==> src/rtl/serout_pkg.sv <==
// Shared types, parameter limits and frame-length helper for the buffered serial transmitter.
package serout_pkg;

    typedef enum logic {
        IDLE  = 1'b0,
        SHIFT = 1'b1
    } state_t;

    localparam int unsigned DATA_W_MIN    = 5;
    localparam int unsigned DATA_W_MAX    = 9;
    localparam int unsigned STOP_BITS_MIN = 1;
    localparam int unsigned STOP_BITS_MAX = 2;

    // Start bit + data + optional parity + stop bits.
    function automatic int unsigned frame_len(int unsigned data_w,
                                              int unsigned parity_en,
                                              int unsigned stop_bits);
        return 1 + data_w + parity_en + stop_bits;
    endfunction

endpackage

==> src/rtl/serout_tx_buffered_if.sv <==
// Host-side write/strobe bus and serial/status outputs of the buffered transmitter.
interface serout_tx_buffered_if #(
    parameter int unsigned DATA_W = 8
);
    logic              bit_tick;
    logic              wr_en;
    logic [DATA_W-1:0] wr_data;
    logic              force_break;
    logic              ser_out;
    logic              holder_empty;
    logic              tx_idle;
    logic              frame_done;
    logic              overrun;

    modport master (
        output bit_tick, wr_en, wr_data, force_break,
        input  ser_out, holder_empty, tx_idle, frame_done, overrun
    );

    modport slave (
        input  bit_tick, wr_en, wr_data, force_break,
        output ser_out, holder_empty, tx_idle, frame_done, overrun
    );
endinterface

==> src/rtl/serout_frame_builder.sv <==
// Combinational frame assembly: start bit, ordered data, optional parity, stop bits.
module serout_frame_builder
    import serout_pkg::*;
#(
    parameter  int unsigned DATA_W     = 8,
    parameter  int unsigned PARITY_EN  = 0,
    parameter  int unsigned PARITY_ODD = 0,
    parameter  int unsigned STOP_BITS  = 1,
    parameter  int unsigned LSB_FIRST  = 1,
    localparam int unsigned N          = frame_len(DATA_W, PARITY_EN, STOP_BITS)
) (
    input  logic [DATA_W-1:0] data,
    output logic [N-1:0]      frame
);

    logic [DATA_W-1:0] ordered;
    logic              parity;

    for (genvar i = 0; i < DATA_W; i++) begin : g_order
        assign ordered[i] = (LSB_FIRST != 0) ? data[i] : data[DATA_W-1-i];
    end

    assign parity = (^data) ^ (PARITY_ODD != 0);

    // Frame bit 0 goes out first; everything above the data/parity is stop (mark).
    always_comb begin
        frame            = '1;
        frame[DATA_W:0]  = {ordered, 1'b0};
        if (PARITY_EN != 0) begin
            frame[DATA_W+1] = parity;
        end
    end

endmodule

==> src/rtl/serout_tx_buffered.sv <==
// Serial transmitter with a one-deep holding register, back-to-back frames and break control.
module serout_tx_buffered
    import serout_pkg::*;
#(
    parameter int unsigned DATA_W     = 8,
    parameter int unsigned PARITY_EN  = 0,
    parameter int unsigned PARITY_ODD = 0,
    parameter int unsigned STOP_BITS  = 1,
    parameter int unsigned LSB_FIRST  = 1
) (
    input  logic                 clk,
    input  logic                 reset_n,
    serout_tx_buffered_if.slave  bus
);

    localparam int unsigned N     = frame_len(DATA_W, PARITY_EN, STOP_BITS);
    localparam int unsigned CNT_W = $clog2(N);
    localparam logic [CNT_W-1:0] LAST = CNT_W'(N - 1);

    if (DATA_W < DATA_W_MIN || DATA_W > DATA_W_MAX) begin : g_bad_data_w
        $fatal(1, "serout_tx_buffered: DATA_W must be 5..9");
    end
    if (STOP_BITS < STOP_BITS_MIN || STOP_BITS > STOP_BITS_MAX) begin : g_bad_stop
        $fatal(1, "serout_tx_buffered: STOP_BITS must be 1 or 2");
    end
    if (PARITY_EN > 1 || PARITY_ODD > 1 || LSB_FIRST > 1) begin : g_bad_flag
        $fatal(1, "serout_tx_buffered: PARITY_EN/PARITY_ODD/LSB_FIRST must be 0 or 1");
    end

    state_t            state, state_nx;
    logic [DATA_W-1:0] holder, holder_nx;
    logic              full, full_nx;
    logic [N-1:0]      shifter, shifter_nx, frame;
    logic [CNT_W-1:0]  cnt, cnt_nx;
    logic              load, line_nx, done_nx, ovr_nx;
    logic              ser_q, empty_q, idle_q, done_q, ovr_q;

    serout_frame_builder #(
        .DATA_W     (DATA_W),
        .PARITY_EN  (PARITY_EN),
        .PARITY_ODD (PARITY_ODD),
        .STOP_BITS  (STOP_BITS),
        .LSB_FIRST  (LSB_FIRST)
    ) u_builder (
        .data  (holder),
        .frame (frame)
    );

    always_comb begin
        state_nx   = state;
        holder_nx  = holder;
        full_nx    = full;
        shifter_nx = shifter;
        cnt_nx     = cnt;
        load       = 1'b0;
        done_nx    = 1'b0;
        ovr_nx     = 1'b0;

        case (state)
            IDLE: begin
                if (full) load = 1'b1;
            end
            SHIFT: begin
                if (bus.bit_tick) begin
                    if (cnt == LAST) begin
                        if (full) begin
                            load = 1'b1;
                        end else begin
                            state_nx = IDLE;
                            cnt_nx   = '0;
                            done_nx  = 1'b1;
                        end
                    end else begin
                        cnt_nx = cnt + CNT_W'(1);
                    end
                end
            end
            default: state_nx = IDLE;
        endcase

        if (load) begin
            state_nx   = SHIFT;
            shifter_nx = frame;
            cnt_nx     = '0;
            full_nx    = 1'b0;
        end

        // A write on a transfer edge refills the holder the shifter just drained.
        if (bus.wr_en) begin
            holder_nx = bus.wr_data;
            full_nx   = 1'b1;
            ovr_nx    = full && !load;
        end

        line_nx = (state_nx == SHIFT) ? shifter_nx[cnt_nx] : 1'b1;
    end

    always_ff @(posedge clk or negedge reset_n) begin
        if (!reset_n) begin
            state   <= IDLE;
            holder  <= '0;
            full    <= 1'b0;
            shifter <= '0;
            cnt     <= '0;
            ser_q   <= 1'b1;
            empty_q <= 1'b1;
            idle_q  <= 1'b1;
            done_q  <= 1'b0;
            ovr_q   <= 1'b0;
        end else begin
            state   <= state_nx;
            holder  <= holder_nx;
            full    <= full_nx;
            shifter <= shifter_nx;
            cnt     <= cnt_nx;
            ser_q   <= bus.force_break ? 1'b0 : line_nx;
            empty_q <= !full_nx;
            idle_q  <= (state_nx == IDLE) && !full_nx;
            done_q  <= done_nx;
            ovr_q   <= ovr_nx;
        end
    end

    assign bus.ser_out      = ser_q;
    assign bus.holder_empty = empty_q;
    assign bus.tx_idle      = idle_q;
    assign bus.frame_done   = done_q;
    assign bus.overrun      = ovr_q;

endmodule

==> src/flat_wrapper.sv <==
// flat-port wrapper written by rule: the top's interface ports become plain ports
module serout_tx_buffered_flat import serout_pkg::*;
#(
    parameter int unsigned DATA_W     = 8,
    parameter int unsigned PARITY_EN  = 0,
    parameter int unsigned PARITY_ODD = 0,
    parameter int unsigned STOP_BITS  = 1,
    parameter int unsigned LSB_FIRST  = 1
)
  (clk, reset_n, bus_bit_tick, bus_wr_en, bus_wr_data, bus_force_break, bus_ser_out, bus_holder_empty, bus_tx_idle, bus_frame_done, bus_overrun);
  serout_tx_buffered_if #(.DATA_W(DATA_W)) bus_i ();
  input  logic clk;
  input  logic reset_n;
  input wire logic [$bits(bus_i.bit_tick)-1:0] bus_bit_tick;
  input wire logic [$bits(bus_i.wr_en)-1:0] bus_wr_en;
  input wire logic [$bits(bus_i.wr_data)-1:0] bus_wr_data;
  input wire logic [$bits(bus_i.force_break)-1:0] bus_force_break;
  output wire logic [$bits(bus_i.ser_out)-1:0] bus_ser_out;
  output wire logic [$bits(bus_i.holder_empty)-1:0] bus_holder_empty;
  output wire logic [$bits(bus_i.tx_idle)-1:0] bus_tx_idle;
  output wire logic [$bits(bus_i.frame_done)-1:0] bus_frame_done;
  output wire logic [$bits(bus_i.overrun)-1:0] bus_overrun;
  assign bus_i.bit_tick = bus_bit_tick;
  assign bus_i.wr_en = bus_wr_en;
  assign bus_i.wr_data = bus_wr_data;
  assign bus_i.force_break = bus_force_break;
  assign bus_ser_out = bus_i.ser_out;
  assign bus_holder_empty = bus_i.holder_empty;
  assign bus_tx_idle = bus_i.tx_idle;
  assign bus_frame_done = bus_i.frame_done;
  assign bus_overrun = bus_i.overrun;
  serout_tx_buffered #(.DATA_W(DATA_W), .PARITY_EN(PARITY_EN), .PARITY_ODD(PARITY_ODD), .STOP_BITS(STOP_BITS), .LSB_FIRST(LSB_FIRST)) u_core (.clk(clk), .reset_n(reset_n), .bus(bus_i));
endmodule
==> config.mk <==
export PLATFORM = sky130hd
export DESIGN_NAME = serout_tx_buffered_flat
export DESIGN_NICKNAME = d
export VERILOG_FILES = /design/src/rtl/serout_pkg.sv /design/src/rtl/serout_tx_buffered_if.sv /design/src/rtl/serout_frame_builder.sv /design/src/rtl/serout_tx_buffered.sv /design/src/flat_wrapper.sv
export SDC_FILE = /design/constraint.sdc
export NUM_CORES = 1
export LEC_CHECK = 0
export ABC_AREA = 1
export CAP_MARGIN = 20
export CORE_MARGIN = 2
export CORE_UTILIZATION = 40
export CTS_BUF_LIST = sky130_fd_sc_hd__clkbuf_2
export DETAILED_ROUTE_END_ITERATION = 10
export GPL_ROUTABILITY_DRIVEN = 0
export PLACE_DENSITY = 0.69
export SYNTH_ARGS = -nofsm -noshare
export SYNTH_HDL_FRONTEND = slang
export SYNTH_SLANG_ARGS = --single-unit
==> constraint.sdc <==
create_clock -name clk -period 2.1 [get_ports clk]
set_clock_uncertainty 0.2 [all_clocks]
set_input_delay 0.42 -clock clk [delete_from_list [all_inputs] [get_ports clk]]
set_output_delay 0.42 -clock clk [all_outputs]
set_load 0.01 [all_outputs]
# After elaboration in Yosys (flattened, before gate mapping)
# Index checks and enable logic that the tools add are counted.
totals:
  latch_bits: 0
  romBits: 0
  ff_bits: 29
  inputBits: 13
  wordCells: 44
  mem_count: 0
  ramBits: 0
classes:
  n_mul: 0
  div_mod_pow: 0
  magnitude_cmp: 1
  n_bitwise: 2
  n_reduce_logical: 4
  shifts: 0
  n_addsub: 1
  n_eq_ne: 1
  mux: 25
op_table:
  columns: ["operator", "count"]
  rows:
  - ["4-bit 2-to-1 mux", 5]
  - ["1-bit 2-to-1 mux", 17]
  - ["10-bit 2-to-1 mux", 1]
  - ["4-bit by 5-bit < comparator with 1-bit output, second input constant", 1]
  - ["4-bit by 1-bit adder with 4-bit output, second input constant", 1]
  - ["1-bit binary-select mux with 4-bit select", 1]
  - ["4-bit == test, second input constant", 1]
  - ["1-bit logical AND", 2]
  - ["1-bit logical NOT", 2]
  - ["1-bit NOT", 2]
  - ["1-bit case mux with 2 select lines", 1]

# Depth between registers and ports, before layout
depth:
  depth_word: 9
  mapped_depth: 13
  depth_no_buf: 13

# Hierarchy
# Synthesis repeated with hierarchy kept, for this count alone.
hier_totals:
  cells_unflattened: 184
  area_unflattened_um2: 1467.7
by_module_without_submodules:
  columns: ["mod", "seq_area_each_um2", "cells_per_inst", "n_inst", "area_per_inst_um2"]
  rows:
  - ["serout_tx_buffered", 729.4, 172, 1, 1385.1]
  - ["serout_frame_builder", 0.0, 12, 1, 82.6]

# Least setup slack after synthesis
# Ideal clock, no wire load.
synth_timing:
  kind: "flip-flop to flip-flop"
  startpoint: "register u_core.cnt[0]"
  endpoint: "register u_core.ser_q, in the netlist u_core.bus.ser_out"
  required_ns: 1.832
  setup_time_ns: 0.068
  synth_period_minus_slack_ns: 1.819
  path_slack_ns: 0.281
  path_stages_with_launch: 12
  n_path_buf: 1
  arrival_time_ns: 1.551
  cell_sequence: "dfrtp_1 > ha_1 > nand4_2 > nand2_4 > nand2_4 > buf_6 > inv_1 > nor2_2 > nand3_1 > nor2_1 > nor2_1 > a21oi_2"
synth_between:
  elab_chain_len: 9
  elab_cells_between_ends: 19
  classes_between: "1 x add/sub; 1 x eq/ne; 17 x mux"
synth_lines:
  columns: ["element", "line_no", "source"]
  rows:
  - ["from (decl)", "serout_tx_buffered.sv:34", "logic [CNT_W-1:0] cnt, cnt_nx;"]
  - ["from (signal assigned)", "serout_tx_buffered.sv:115", "cnt <= cnt_nx;"]
  - ["4-bit by 1-bit adder with 4-bit output / 4-bit == test (equally long branches)", "serout_tx_buffered.sv:74, serout_tx_buffered.sv:65", null]
  - ["4-bit 2-to-1 mux / 1-bit 2-to-1 mux (equally long branches)", "serout_tx_buffered.sv:65", "if (cnt == LAST) begin"]
  - ["4-bit 2-to-1 mux / 1-bit 2-to-1 mux (equally long branches)", "serout_tx_buffered.sv:64", "if (bus.bit_tick) begin"]
  - ["4-bit 2-to-1 mux / 1-bit case mux with 2 select lines (equally long branches)", "serout_tx_buffered.sv:59", "case (state)"]
  - ["4-bit 2-to-1 mux *", "serout_tx_buffered.sv:81", "if (load) begin"]
  - ["named net u_core.cnt_nx[3]", "serout_tx_buffered.sv:34", null]
  - ["1-bit binary-select mux with 4-bit select *", "serout_tx_buffered.sv:95", "line_nx = (state_nx == SHIFT) ? shifter_nx[cnt_nx] : 1'b1;"]
  - ["1-bit 2-to-1 mux (not written as such) *", "serout_tx_buffered.sv:95", null]
  - ["1-bit 2-to-1 mux *", "serout_tx_buffered.sv:95", null]
  - ["1-bit 2-to-1 mux *", "serout_tx_buffered.sv:116", "ser_q <= bus.force_break ? 1'b0 : line_nx;"]
  - ["to (signal assigned)", "serout_tx_buffered.sv:116", null]
  - ["to (decl)", "serout_tx_buffered.sv:36", "logic ser_q, empty_q, idle_q, done_q, ovr_q;"]
# The timed path passes the listed nets; every way through them passes the cells marked *. The select of a mux whose other input is x is not followed.
# A chain may end at the register's enable or synchronous reset.

# Worst setup path in the final report
layout_timing:
  startpoint: "register u_core.empty_q, in the netlist u_core.bus.holder_empty"
  endpoint: "output bus_holder_empty"
layout_rtl:
  columns: ["element", "line_no", "source"]
  rows:
  - ["from (decl)", "serout_tx_buffered.sv:36", null]
  - ["from (signal assigned)", "serout_tx_buffered.sv:117", "empty_q <= !full_nx;"]
  - ["to (decl)", "flat_wrapper.sv:19", "output wire logic [$bits(bus_i.holder_empty)-1:0] bus_holder_empty;"]
# No word-level cell between the ends.

==> results.py <==
metrics = {
    "outcome": {
        "status": "completed",
    },
    "global_route": {
        "grt_usage_pct": 14.83,
        "grt_pass1_wl_um": 4422,
        "grt_max_degree": 30,
        "grt-ovfl-total": 0,
        "grt_pass1_vias": 1040,
        "antenna_found_initial": 0,
    },
    "critical_path": {
        "path_cells": "clkdlybuf4s50_1",
        "path_class": "flop to primary output",
        "worst_path_max_delay_cell": "dfstp_2",
        "cp.required_ps": 1480,
        "start_kind": "flop",
        "max_stage_delay_ps": 540,
        "critPathTopFamily": "flip-flops",
        "critical_path.max_fanout": 1,
        "cp-end-kind": "primary output",
        "path_buf_inv": 1,
        "cp_data_arrival_time_ps": 1420,
    },
    "finish": {
        "final_cell_area_mm2": 0.001769,
        "n_antenna_cell": 0,
        "multi_input_area_um2": 524.3,
        "drive_gt1_share_pct": 20.20,
        "regArea_um2": 730.7,
        "top_regs": "u_core.shifter (10), u_core.holder (8), u_core.cnt (4)",
        "largest_register_ff_count": 10,
        "nets": 217,
        "final_cells": 249,
        "regMostFlops": "u_core.shifter",
        "fill_cells": 328,
        "area_growth_pct": 26.59,
    },
    "sta": {
        "final.setup.tns_ps": 0,
        "finalMaxSlewViolations": 0,
        "worstMarginPinSlew_ps": 489.3,
        "rsz0062_at_grt": "false",
        "hold_viol_final": 0,
        "whs_ps": 217.6,
        "max_freq_mhz": 490.9,
        "finalCriticalPeriod_ps": 2037,
        "slew_headroom_pct": 67.28,
        "fin_crit_sh_pct": 97.00,
        "setup_violations": 0,
        "layout_setup_ws_ps": 62.95,
    },
    "drt": {
        "drt-total-wl_um": 2427,
        "drtAntennaViolNets": 0,
        "remaining_drc_errors": 0,
        "avgViaCountPerCell": 4.297,
        "drt_iter0_markers": 43,
        "vias": 1070,
        "wl_per_cell_um": 9.747,
        "drt_pre_antenna_iters": 4,
    },
    "clocking": {
        "tritoncts": "yes",
        "clkLatencyLatePin_ps": 360,
        "cts.sinks": 29,
        "cts_hold_buf": 0,
        "clkTransAtPathRegs_ps": 150,
        "cts_resized": 0,
        "clockBufferDepth": 2,
        "cts_setup_buffers": 0,
        "numCtsBuffers": 5,
        "cts_max_level": 2,
        "clockRootBuffer": "clkbuf_2",
    },
    "power": {
        "powerDensity_mw_per_mm2": 1170,
        "leakage_uw": 0.0009819,
        "ir_worst_vdd_mv": 0.4215,
    },
    "placed_design": {
        "dp_cells": 241,
        "dp_hpwl_um": 1713,
        "numPortBuffers": 17,
        "postPlaceCellArea_mm2": 0.001680,
        "post-place-ws_ps": -110.3,
    },
    "floorplanning": {
        "start_util_pct": 41.88,
        "die_x_um": 63.11,
        "pin_count": 18,
        "dieHeight_um": 63.11,
        "dieArea_mm2": 0.003983,
        "design.core.area_mm2": 0.003337,
        "num_rows": 21,
    },
    "run": {
        "cap_viol_max_count": 0,
    },
    "synth": {
        "yosys_warnings": 0,
        "synthDistinctLibCells": 23,
        "syn_area_mm2": 0.001398,
        "syn-num-nets": 186,
        "ys_seq_elements": 29,
        "synth-seq-area-share_pct": 52.19,
        "syn_area_per_cell_um2": 8.173,
        "synthCells": 171,
    },
    "min_path": {
        "hold_path.class": "input pin to asynchronous set/reset pin",
    },
}
-- where the power goes --
group / total, uW / switching, uW / internal, uW
Combinational: 896 / 493 / 403
Clock: 395 / 192 / 203
Sequential: 779 / 74.2 / 705
-- logic make-up after synthesis --
group / synth area share (%)
xor gates and xnor gates: 0.6268
and+or+nand+nor: 29.19
AOI/OAI and AO/OA: 4.566
adders and majority gates: 1.790
DFF: 52.19
buffers and inverters: 11.64
-- Yosys cell counts (all sizes together) --
master	number	share of area, %
nand3	18	7.2
nand2	51	16
nand4	2	1.3
nor3	1	0.36
o21ai	11	3.9
xor2	1	0.63
inv	38	10
dfstp	3	5.6
buf	2	1.2
clkbuf	1	0.27
dfrtp	26	47
a21oi	1	0.63
nor2	13	3.8
or2	1	0.45
ha	2	1.8
-- stage by stage --
step | utilization [%] | total power, uW
6_report | 53.02 | 2070
5_1_grt | 53.02 | 2281
3_3_place_gp | 50.36 | 1659
2_1_floorplan | - | 1368
4_1_cts | 52.27 | 2077
3_5_place_dp | 50.36 | 1672
-- layout make-up --
cell class,instances,area share [%]
clock buffers,6,1.697
clock inverters,2,1.909
inverters,38,8.062
multi-input cells,101,29.63
flip-flops and latches,29,41.30
well taps,46,3.253
repair buffers,27,14.14
-- metal layers --
metal	up-vias	global-route usage (%)	part of all wire, %
li1	574	-	-
met1	465	17.35	48
met2	27	23.40	45
met3	4	6.071	5.9
met4	0	7.500	1.9
met5	-	0	0
-- cells in the final DEF, fill, tap and decap left out, types with 2 or more instances in the layout --
master           synthesis  layout
inv_1                   35      35
clkbuf_2                 0       6
dlymetal6s2s_1           0       2
dfrtp_1                 26      25
o21ai_0                  8       8
nand2_1                 42      42
nor2_1                  11      11
ha_1                     2       2
nand3_2                  2       3
nand3_1                 16      15
nand2_2                  7       7
buf_4                    0      10
dfstp_2                  3       3
o21ai_1                  3       3
inv_2                    3       3
clkdlybuf4s50_1          0      15
-- path summary, 6_finish.rpt --
check	startpoint	slack, ps	end	cells past startpoint
worst max-delay path	u_core.bus.holder_empty$_DFF_PN1_	60	bus_holder_empty	1
worst max register to register	u_core.cnt[1]$_DFF_PN0_	190	u_core.bus.ser_out$_DFF_PN1_	12
worst min register to register	u_core.shifter[9]$_DFF_PN0_	270	u_core.shifter[9]$_DFF_PN0_	2
min in group clk	u_core.shifter[9]$_DFF_PN0_	270	u_core.shifter[9]$_DFF_PN0_	2
max in group asynchronous	reset_n	1170	u_core.bus.ser_out$_DFF_PN1_	2
worst min-delay path	reset_n	220	u_core.holder[3]$_DFFE_PN0P_	2
No activity file was read; power rests on OpenSTA's default activity.
